==> config.mk <==
export PLATFORM = sky130hd
export DESIGN_NAME = aes_mm_sequencer_flat
export DESIGN_NICKNAME = d
export VERILOG_FILES = /design/src/rtl/aes_mm_sequencer_if.sv /design/src/rtl/aes_mm_sequencer.sv /design/src/flat_wrapper.sv
export SDC_FILE = /design/constraint.sdc
export NUM_CORES = 1
export LEC_CHECK = 0
export ABC_AREA = 1
export BUFFER_PORTS_ARGS = -buffer_cell sky130_fd_sc_hd__buf_2
export CAP_MARGIN = 40
export CORE_UTILIZATION = 45
export DETAILED_ROUTE_END_ITERATION = 6
export PLACE_DENSITY = 0.66
export REMOVE_ABC_BUFFERS = 1
export SYNTH_ARGS = -nofsm -noshare
export SYNTH_HDL_FRONTEND = slang
export SYNTH_SLANG_ARGS = --single-unit
export TNS_END_PERCENT = 30
==> constraint.sdc <==
create_clock -name CLK -period 4.3 [get_ports CLK]
set_input_delay 0.215 -clock CLK [delete_from_list [all_inputs] [get_ports CLK]]
set_output_delay 0.215 -clock CLK [all_outputs]
set_load 0.02 [all_outputs]
==> src/rtl/aes_mm_sequencer_if.sv <==
// Avalon-MM bus between the AES sequencer (master) and the AES register-file slave.
`default_nettype none

interface aes_mm_sequencer_if;
  logic        AVM_CS;
  logic        AVM_READ;
  logic        AVM_WRITE;
  logic [3:0]  AVM_BYTE_EN;
  logic [3:0]  AVM_ADDR;
  logic [31:0] AVM_WRITEDATA;
  logic [31:0] AVM_READDATA;

  modport master (
    output AVM_CS, AVM_READ, AVM_WRITE, AVM_BYTE_EN, AVM_ADDR, AVM_WRITEDATA,
    input  AVM_READDATA
  );

  modport slave (
    input  AVM_CS, AVM_READ, AVM_WRITE, AVM_BYTE_EN, AVM_ADDR, AVM_WRITEDATA,
    output AVM_READDATA
  );
endinterface

`default_nettype wire

==> src/rtl/aes_mm_sequencer.sv <==
// Hardware sequencer that loads key/ciphertext into the AES slave, starts it,
// polls for completion and reads back the plaintext, one bus transaction per cycle.
`default_nettype none

module aes_mm_sequencer #(
  parameter int unsigned POLL_LIMIT = 1024
) (
  input  logic                 CLK,
  input  logic                 RESET,
  input  logic                 START,
  input  logic [127:0]         KEY,
  input  logic [127:0]         MSG_ENC,
  output logic [127:0]         MSG_DEC,
  output logic                 BUSY,
  output logic                 DONE,
  output logic                 TIMEOUT,
  aes_mm_sequencer_if.master   avm
);

  localparam logic [15:0] LIMIT = POLL_LIMIT[15:0];

  typedef enum logic [2:0] {
    S_IDLE, S_CLR, S_LOAD, S_GO, S_POLL, S_FETCH, S_STOP, S_FIN
  } state_t;

  state_t        state_q;
  logic [2:0]    idx_q;
  logic [15:0]   poll_cnt_q;
  logic [127:0]  key_q;
  logic [127:0]  msg_q;
  logic          tmo_flag_q;
  logic          rd_q;
  logic          wr_q;
  logic [3:0]    addr_q;
  logic [31:0]   wdata_q;
  logic [2:0]    word_sel_d;
  logic [31:0]   word_d;

  // Word written in the next cycle: word 0 when leaving CLR, idx+1 while in LOAD.
  always_comb begin
    word_sel_d = (state_q == S_LOAD) ? idx_q + 3'd1 : 3'd0;
    word_d     = key_q[127:96];
    case (word_sel_d)
      3'd0: word_d = key_q[127:96];
      3'd1: word_d = key_q[95:64];
      3'd2: word_d = key_q[63:32];
      3'd3: word_d = key_q[31:0];
      3'd4: word_d = msg_q[127:96];
      3'd5: word_d = msg_q[95:64];
      3'd6: word_d = msg_q[63:32];
      3'd7: word_d = msg_q[31:0];
      default: word_d = key_q[127:96];
    endcase
  end

  always_ff @(posedge CLK) begin
    if (RESET) begin
      state_q    <= S_IDLE;
      idx_q      <= 3'd0;
      poll_cnt_q <= 16'd0;
      key_q      <= 128'd0;
      msg_q      <= 128'd0;
      tmo_flag_q <= 1'b0;
      rd_q       <= 1'b0;
      wr_q       <= 1'b0;
      addr_q     <= 4'd0;
      wdata_q    <= 32'd0;
      MSG_DEC    <= 128'd0;
      BUSY       <= 1'b0;
      DONE       <= 1'b0;
      TIMEOUT    <= 1'b0;
    end else begin
      // Bus outputs are registered: each branch schedules next cycle's transaction.
      rd_q    <= 1'b0;
      wr_q    <= 1'b0;
      addr_q  <= 4'd0;
      wdata_q <= 32'd0;
      DONE    <= 1'b0;
      case (state_q)
        S_IDLE: begin
          if (START) begin
            key_q      <= KEY;
            msg_q      <= MSG_ENC;
            TIMEOUT    <= 1'b0;
            tmo_flag_q <= 1'b0;
            BUSY       <= 1'b1;
            wr_q       <= 1'b1;
            addr_q     <= 4'd15;
            state_q    <= S_CLR;
          end
        end
        S_CLR: begin
          wr_q    <= 1'b1;
          addr_q  <= 4'd0;
          wdata_q <= word_d;
          idx_q   <= 3'd0;
          state_q <= S_LOAD;
        end
        S_LOAD: begin
          wr_q <= 1'b1;
          if (idx_q == 3'd7) begin
            addr_q  <= 4'd14;
            wdata_q <= 32'd1;
            state_q <= S_GO;
          end else begin
            idx_q   <= idx_q + 3'd1;
            addr_q  <= {1'b0, word_sel_d};
            wdata_q <= word_d;
          end
        end
        S_GO: begin
          rd_q       <= 1'b1;
          addr_q     <= 4'd15;
          poll_cnt_q <= 16'd0;
          state_q    <= S_POLL;
        end
        S_POLL: begin
          if (avm.AVM_READDATA[0]) begin
            rd_q    <= 1'b1;
            addr_q  <= 4'd8;
            idx_q   <= 3'd0;
            state_q <= S_FETCH;
          end else if (poll_cnt_q + 16'd1 == LIMIT) begin
            tmo_flag_q <= 1'b1;
            wr_q       <= 1'b1;
            addr_q     <= 4'd14;
            state_q    <= S_STOP;
          end else begin
            poll_cnt_q <= poll_cnt_q + 16'd1;
            rd_q       <= 1'b1;
            addr_q     <= 4'd15;
          end
        end
        S_FETCH: begin
          case (idx_q[1:0])
            2'd0: MSG_DEC[127:96] <= avm.AVM_READDATA;
            2'd1: MSG_DEC[95:64]  <= avm.AVM_READDATA;
            2'd2: MSG_DEC[63:32]  <= avm.AVM_READDATA;
            default: MSG_DEC[31:0] <= avm.AVM_READDATA;
          endcase
          if (idx_q[1:0] == 2'd3) begin
            wr_q    <= 1'b1;
            addr_q  <= 4'd14;
            state_q <= S_STOP;
          end else begin
            idx_q  <= idx_q + 3'd1;
            rd_q   <= 1'b1;
            addr_q <= {2'b10, idx_q[1:0] + 2'd1};
          end
        end
        S_STOP: begin
          DONE    <= 1'b1;
          TIMEOUT <= tmo_flag_q;
          state_q <= S_FIN;
        end
        S_FIN: begin
          BUSY    <= 1'b0;
          state_q <= S_IDLE;
        end
        default: state_q <= S_IDLE;
      endcase
    end
  end

  assign avm.AVM_READ      = rd_q;
  assign avm.AVM_WRITE     = wr_q;
  assign avm.AVM_CS        = rd_q | wr_q;
  assign avm.AVM_BYTE_EN   = {4{rd_q | wr_q}};
  assign avm.AVM_ADDR      = addr_q;
  assign avm.AVM_WRITEDATA = wdata_q;

endmodule

`default_nettype wire

==> src/flat_wrapper.sv <==
// flat-port wrapper written by rule: the top's interface ports become plain ports
module aes_mm_sequencer_flat 
#(
  parameter int unsigned POLL_LIMIT = 1024
)
  (CLK, RESET, START, KEY, MSG_ENC, MSG_DEC, BUSY, DONE, TIMEOUT, avm_AVM_CS, avm_AVM_READ, avm_AVM_WRITE, avm_AVM_BYTE_EN, avm_AVM_ADDR, avm_AVM_WRITEDATA, avm_AVM_READDATA);
  aes_mm_sequencer_if avm_i ();
  input  logic CLK;
  input  logic RESET;
  input  logic START;
  input  logic [127:0] KEY;
  input  logic [127:0] MSG_ENC;
  output logic [127:0] MSG_DEC;
  output logic BUSY;
  output logic DONE;
  output logic TIMEOUT;
  output wire logic [$bits(avm_i.AVM_CS)-1:0] avm_AVM_CS;
  output wire logic [$bits(avm_i.AVM_READ)-1:0] avm_AVM_READ;
  output wire logic [$bits(avm_i.AVM_WRITE)-1:0] avm_AVM_WRITE;
  output wire logic [$bits(avm_i.AVM_BYTE_EN)-1:0] avm_AVM_BYTE_EN;
  output wire logic [$bits(avm_i.AVM_ADDR)-1:0] avm_AVM_ADDR;
  output wire logic [$bits(avm_i.AVM_WRITEDATA)-1:0] avm_AVM_WRITEDATA;
  input wire logic [$bits(avm_i.AVM_READDATA)-1:0] avm_AVM_READDATA;
  assign avm_AVM_CS = avm_i.AVM_CS;
  assign avm_AVM_READ = avm_i.AVM_READ;
  assign avm_AVM_WRITE = avm_i.AVM_WRITE;
  assign avm_AVM_BYTE_EN = avm_i.AVM_BYTE_EN;
  assign avm_AVM_ADDR = avm_i.AVM_ADDR;
  assign avm_AVM_WRITEDATA = avm_i.AVM_WRITEDATA;
  assign avm_i.AVM_READDATA = avm_AVM_READDATA;
  aes_mm_sequencer #(.POLL_LIMIT(POLL_LIMIT)) u_core (.CLK(CLK), .RESET(RESET), .START(START), .KEY(KEY), .MSG_ENC(MSG_ENC), .MSG_DEC(MSG_DEC), .BUSY(BUSY), .DONE(DONE), .TIMEOUT(TIMEOUT), .avm(avm_i));
endmodule
==> results.py <==
metrics = {
    "pwr": {
        "p_clk_frac": 0.344,
        "swShare": 0.317,
        "p_switching_mw": 3.97,
        "p_int_mw": 8.54,
        "cellLeakagePower_nw": 10.3,
        "combPwrFrac": 0.235,
        "powerDensity_nw_per_um2": 504,
        "power_mw": 12.5,
        "peakVddDrop_mv": 0.297,
        "p_seq_frac": 0.420,
    },
    "critical_path": {
        "startpoint": "u_core.state_q[0]",
        "reg2reg_from": "u_core.state_q[0]",
        "path_class": "flop to flop",
        "r2r_setup_slack_ns": 1.33,
        "r2r_end": "u_core.key_q[27]",
        "cp-end-kind": "flop",
        "worstPathMaxFanout": 92,
        "critPathRequiredTime_ns": 4.80,
        "start_kind": "flop",
        "crit_arrival_ns": 3.47,
        "crit_end": "u_core.key_q[27]",
        "reg2reg_depth": 8,
        "crit_chain": "nor2_1, inv_1, nor2_1, nand2_4, buf_4, buf_4, o21ai_0, a21oi_1",
        "slowest_stage": "buf_4",
        "slowest_delay_ns": 0.72,
    },
    "clock_tree": {
        "tritoncts": "built",
        "cts_num_sinks": 448,
        "clkTransAtPathRegs_ns": 0.06,
        "cts-root-buf": "clkbuf_16",
        "clock_latency_ns": 0.59,
        "htreeDepth": 2,
        "post_cts_buffers": 0,
        "cts_buffers": 48,
        "clk_path_buf_depth": 3,
    },
    "min_path": {
        "hold_path.class": "input port to flop",
        "hp-start": "MSG_ENC[5]",
    },
    "global_routing": {
        "antenna_found_initial": 9,
        "gr-usage-all-layers": 0.302,
        "overflow": 0,
        "grt_pass1_wl_um": 95100,
        "grt_max_degree": 184,
        "grt_pass1_vias": 18372,
    },
    "job": {
        "maxCapViolCount": 0,
    },
    "floorplanning": {
        "ios": 465,
        "rows": 72,
        "start_util": 0.456,
        "die_h_um": 200,
        "fp.dieW_um": 200,
        "coreArea_um2": 38600,
        "die-area_um2": 40000,
    },
    "drt": {
        "ant_nets": 0,
        "drt_iter0_markers": 1439,
        "wl_per_cell_um": 17.7,
        "dr.pass1.iters": 5,
        "via_per_inst": 5.33,
        "vias": 18864,
        "wirelength_um": 62600,
        "drc": 0,
    },
    "logic_synthesis": {
        "ys_types": 32,
        "synthArstFlopShare": 0,
        "ys_ff_latch": 448,
        "syn_inst": 2321,
        "yosys-top-cells-count": "a21oi_1 (448), dfxtp_1 (448), nand2_1 (333)",
        "synth_top_area_frac": 0.509,
        "synth_seq_area_share": 0.509,
        "synthFlopType": "dfxtp_1",
        "synth_area_leaders": "dfxtp_1 (51%), a21oi_1 (13%), nand2_1 (7.1%), o21ai_0 (6.5%), inv_1 (5.1%)",
        "syn_avg_cell_area_um2": 7.60,
        "post-synth-top-area-cell": "dfxtp_1",
        "yosysWarnings": 0,
        "synth_area_um2": 17600,
        "synth-edff-count": 0,
    },
    "timing": {
        "hold_viol": 0,
        "drv_slew": 0,
        "period_share": 0.690,
        "worst_slew_pin_slew_ns": 0.906,
        "rsz0062_at_grt": "no",
        "period_minus_slack_ns": 2.97,
        "finClkSkew_ns": 0.0213,
        "setup_viol": 0,
        "max_freq_mhz": 337,
        "relSlewSlack": 0.396,
    },
    "placed_design": {
        "io_buffers": 464,
        "gp_congestion": 0.846,
        "place_area_um2": 20300,
        "dp_hpwl_um": 38200,
    },
    "layout": {
        "drive_above_1_share": 0.198,
        "final_area_um2": 24800,
        "area_delta_synth_final_pct": 40.9,
        "finalNetCount": 3273,
    },
    "outcome": {
        "outcome": "complete, no violations",
    },
}
-- cell type report --
type | count | area (um2)
well taps | 518 | 648
inverters | 242 | 911
diodes | 10 | 25.0
fillers | 3223 | 13800
clock inverters | 15 | 270
repair buffers | 791 | 5630
flip-flops and latches | 448 | 8970
clock buffers | 70 | 1360
multi-input cells | 1443 | 7030
-- how the worst min path moves through the flow --
| stage | end | depth (start not counted) |
|---|---|---|
| after floorplan | u_core.BUSY | 1 |
| after global placement | u_core.msg_q[41] | 2 |
| after detailed placement | u_core.msg_q[74] | 2 |
| after CTS | u_core.msg_q[5] | 3 |
| after global routing | u_core.msg_q[5] | 3 |
| final | u_core.msg_q[5] | 3 |
-- metrics by stage --
step / setup WS [ns] / std cells / hold WS (ns) / utilization / TNS, ns
after floorplan: -6.84 / 2133 / 0.284 / - / -1417.00
after global placement: 1.39 / 3146 / 0.439 / 0.521 / 0
after detailed placement: 1.31 / 3153 / 0.444 / 0.525 / 0
after CTS: 1.30 / 3527 / 0.00190 / 0.642 / 0
after global routing: 1.13 / 3535 / 0.0532 / 0.643 / 0
final: 1.33 / 3537 / 0.0122 / 0.643 / 0
-- power groups by stage --
| stage | sequential (mW) | combinational (mW) | clock [mW] |
|---|---|---|---|
| after detailed placement | 5.33 | 2.66 | 0 |
| after floorplan | 5.14 | 1.49 | 0 |
| after CTS | 5.24 | 2.88 | 4.35 |
| after global placement | 5.30 | 2.56 | 0 |
| final | 5.26 | 2.94 | 4.31 |
| after global routing | 5.33 | 3.26 | 4.54 |
-- flip-flops by register name (all words and copies together), names as in the netlist --
register / cells
u_core.BUSY: 1
u_core.DONE: 1
u_core.MSG_DEC: 128
u_core.TIMEOUT: 1
u_core.avm.AVM_ADDR: 4
u_core.avm.AVM_READ: 1
u_core.avm.AVM_WRITE: 1
u_core.avm.AVM_WRITEDATA: 32
u_core.idx_q: 3
u_core.key_q: 128
u_core.msg_q: 128
u_core.poll_cnt_q: 16
u_core.state_q: 3
u_core.tmo_flag_q: 1
-- placed cells by master (no fill, tap or decap), types with 3 or more instances in the layout --
master,netlist,routed
clkinv_2,0,4
buf_4,5,30
inv_1,240,238
nor2_4,3,4
diode_2,0,10
dlygate4sd3_1,0,289
dfxtp_1,448,448
nand4_1,8,8
a21oi_1,448,447
o21ai_0,228,228
nand2_1,333,332
o22ai_1,96,96
clkbuf_1,155,14
clkbuf_16,0,48
a31oi_1,33,33
buf_12,0,5
buf_16,0,3
ha_1,8,8
bufinv_16,0,7
clkbuf_8,0,8
nand3_2,3,6
nand3_1,168,165
buf_2,21,463
nor2_1,96,95
-- critical path, delay by kind of cell (launching register included) --
family | cells | cell delay [ns]
buffers and inverters | 3 | 1.37
AO/OA/AOI/OAI | 2 | 0.43
AND/OR/NAND/NOR | 3 | 0.62
flip-flops | 1 | 0.42
-- logic make-up (layout without fill, tap and decap cells) --
kind of cell / Yosys count / in the layout / synth area share
simple gates: 622 / 622 / 0.150
flops: 448 / 448 / 0.509
other cells: 0 / 10 / 0
buf+inv: 430 / 1118 / 0.0950
compound gates: 812 / 812 / 0.241
fa+ha+maj: 8 / 8 / 0.00568
xor+xnor: 1 / 1 / 0.000497
-- routing by layer --
| metal | vias up | GRT usage | wire length (um) |
|---|---|---|---|
| li1 | 9088 | - | - |
| met1 | 8741 | 0.371 | 25200 |
| met2 | 828 | 0.498 | 30200 |
| met3 | 207 | 0.0558 | 4320 |
| met4 | 0 | 0.171 | 2900 |
| met5 | - | 0 | 0 |
-- repair_timing --
| item | CTS | global route |
|---|---|---|
| resized for setup | 0 | 0 |
| hold buffers | 289 | 0 |
| endpoints found under the hold margin | 383 | 0 |
(Power assumes the default switching activity.)
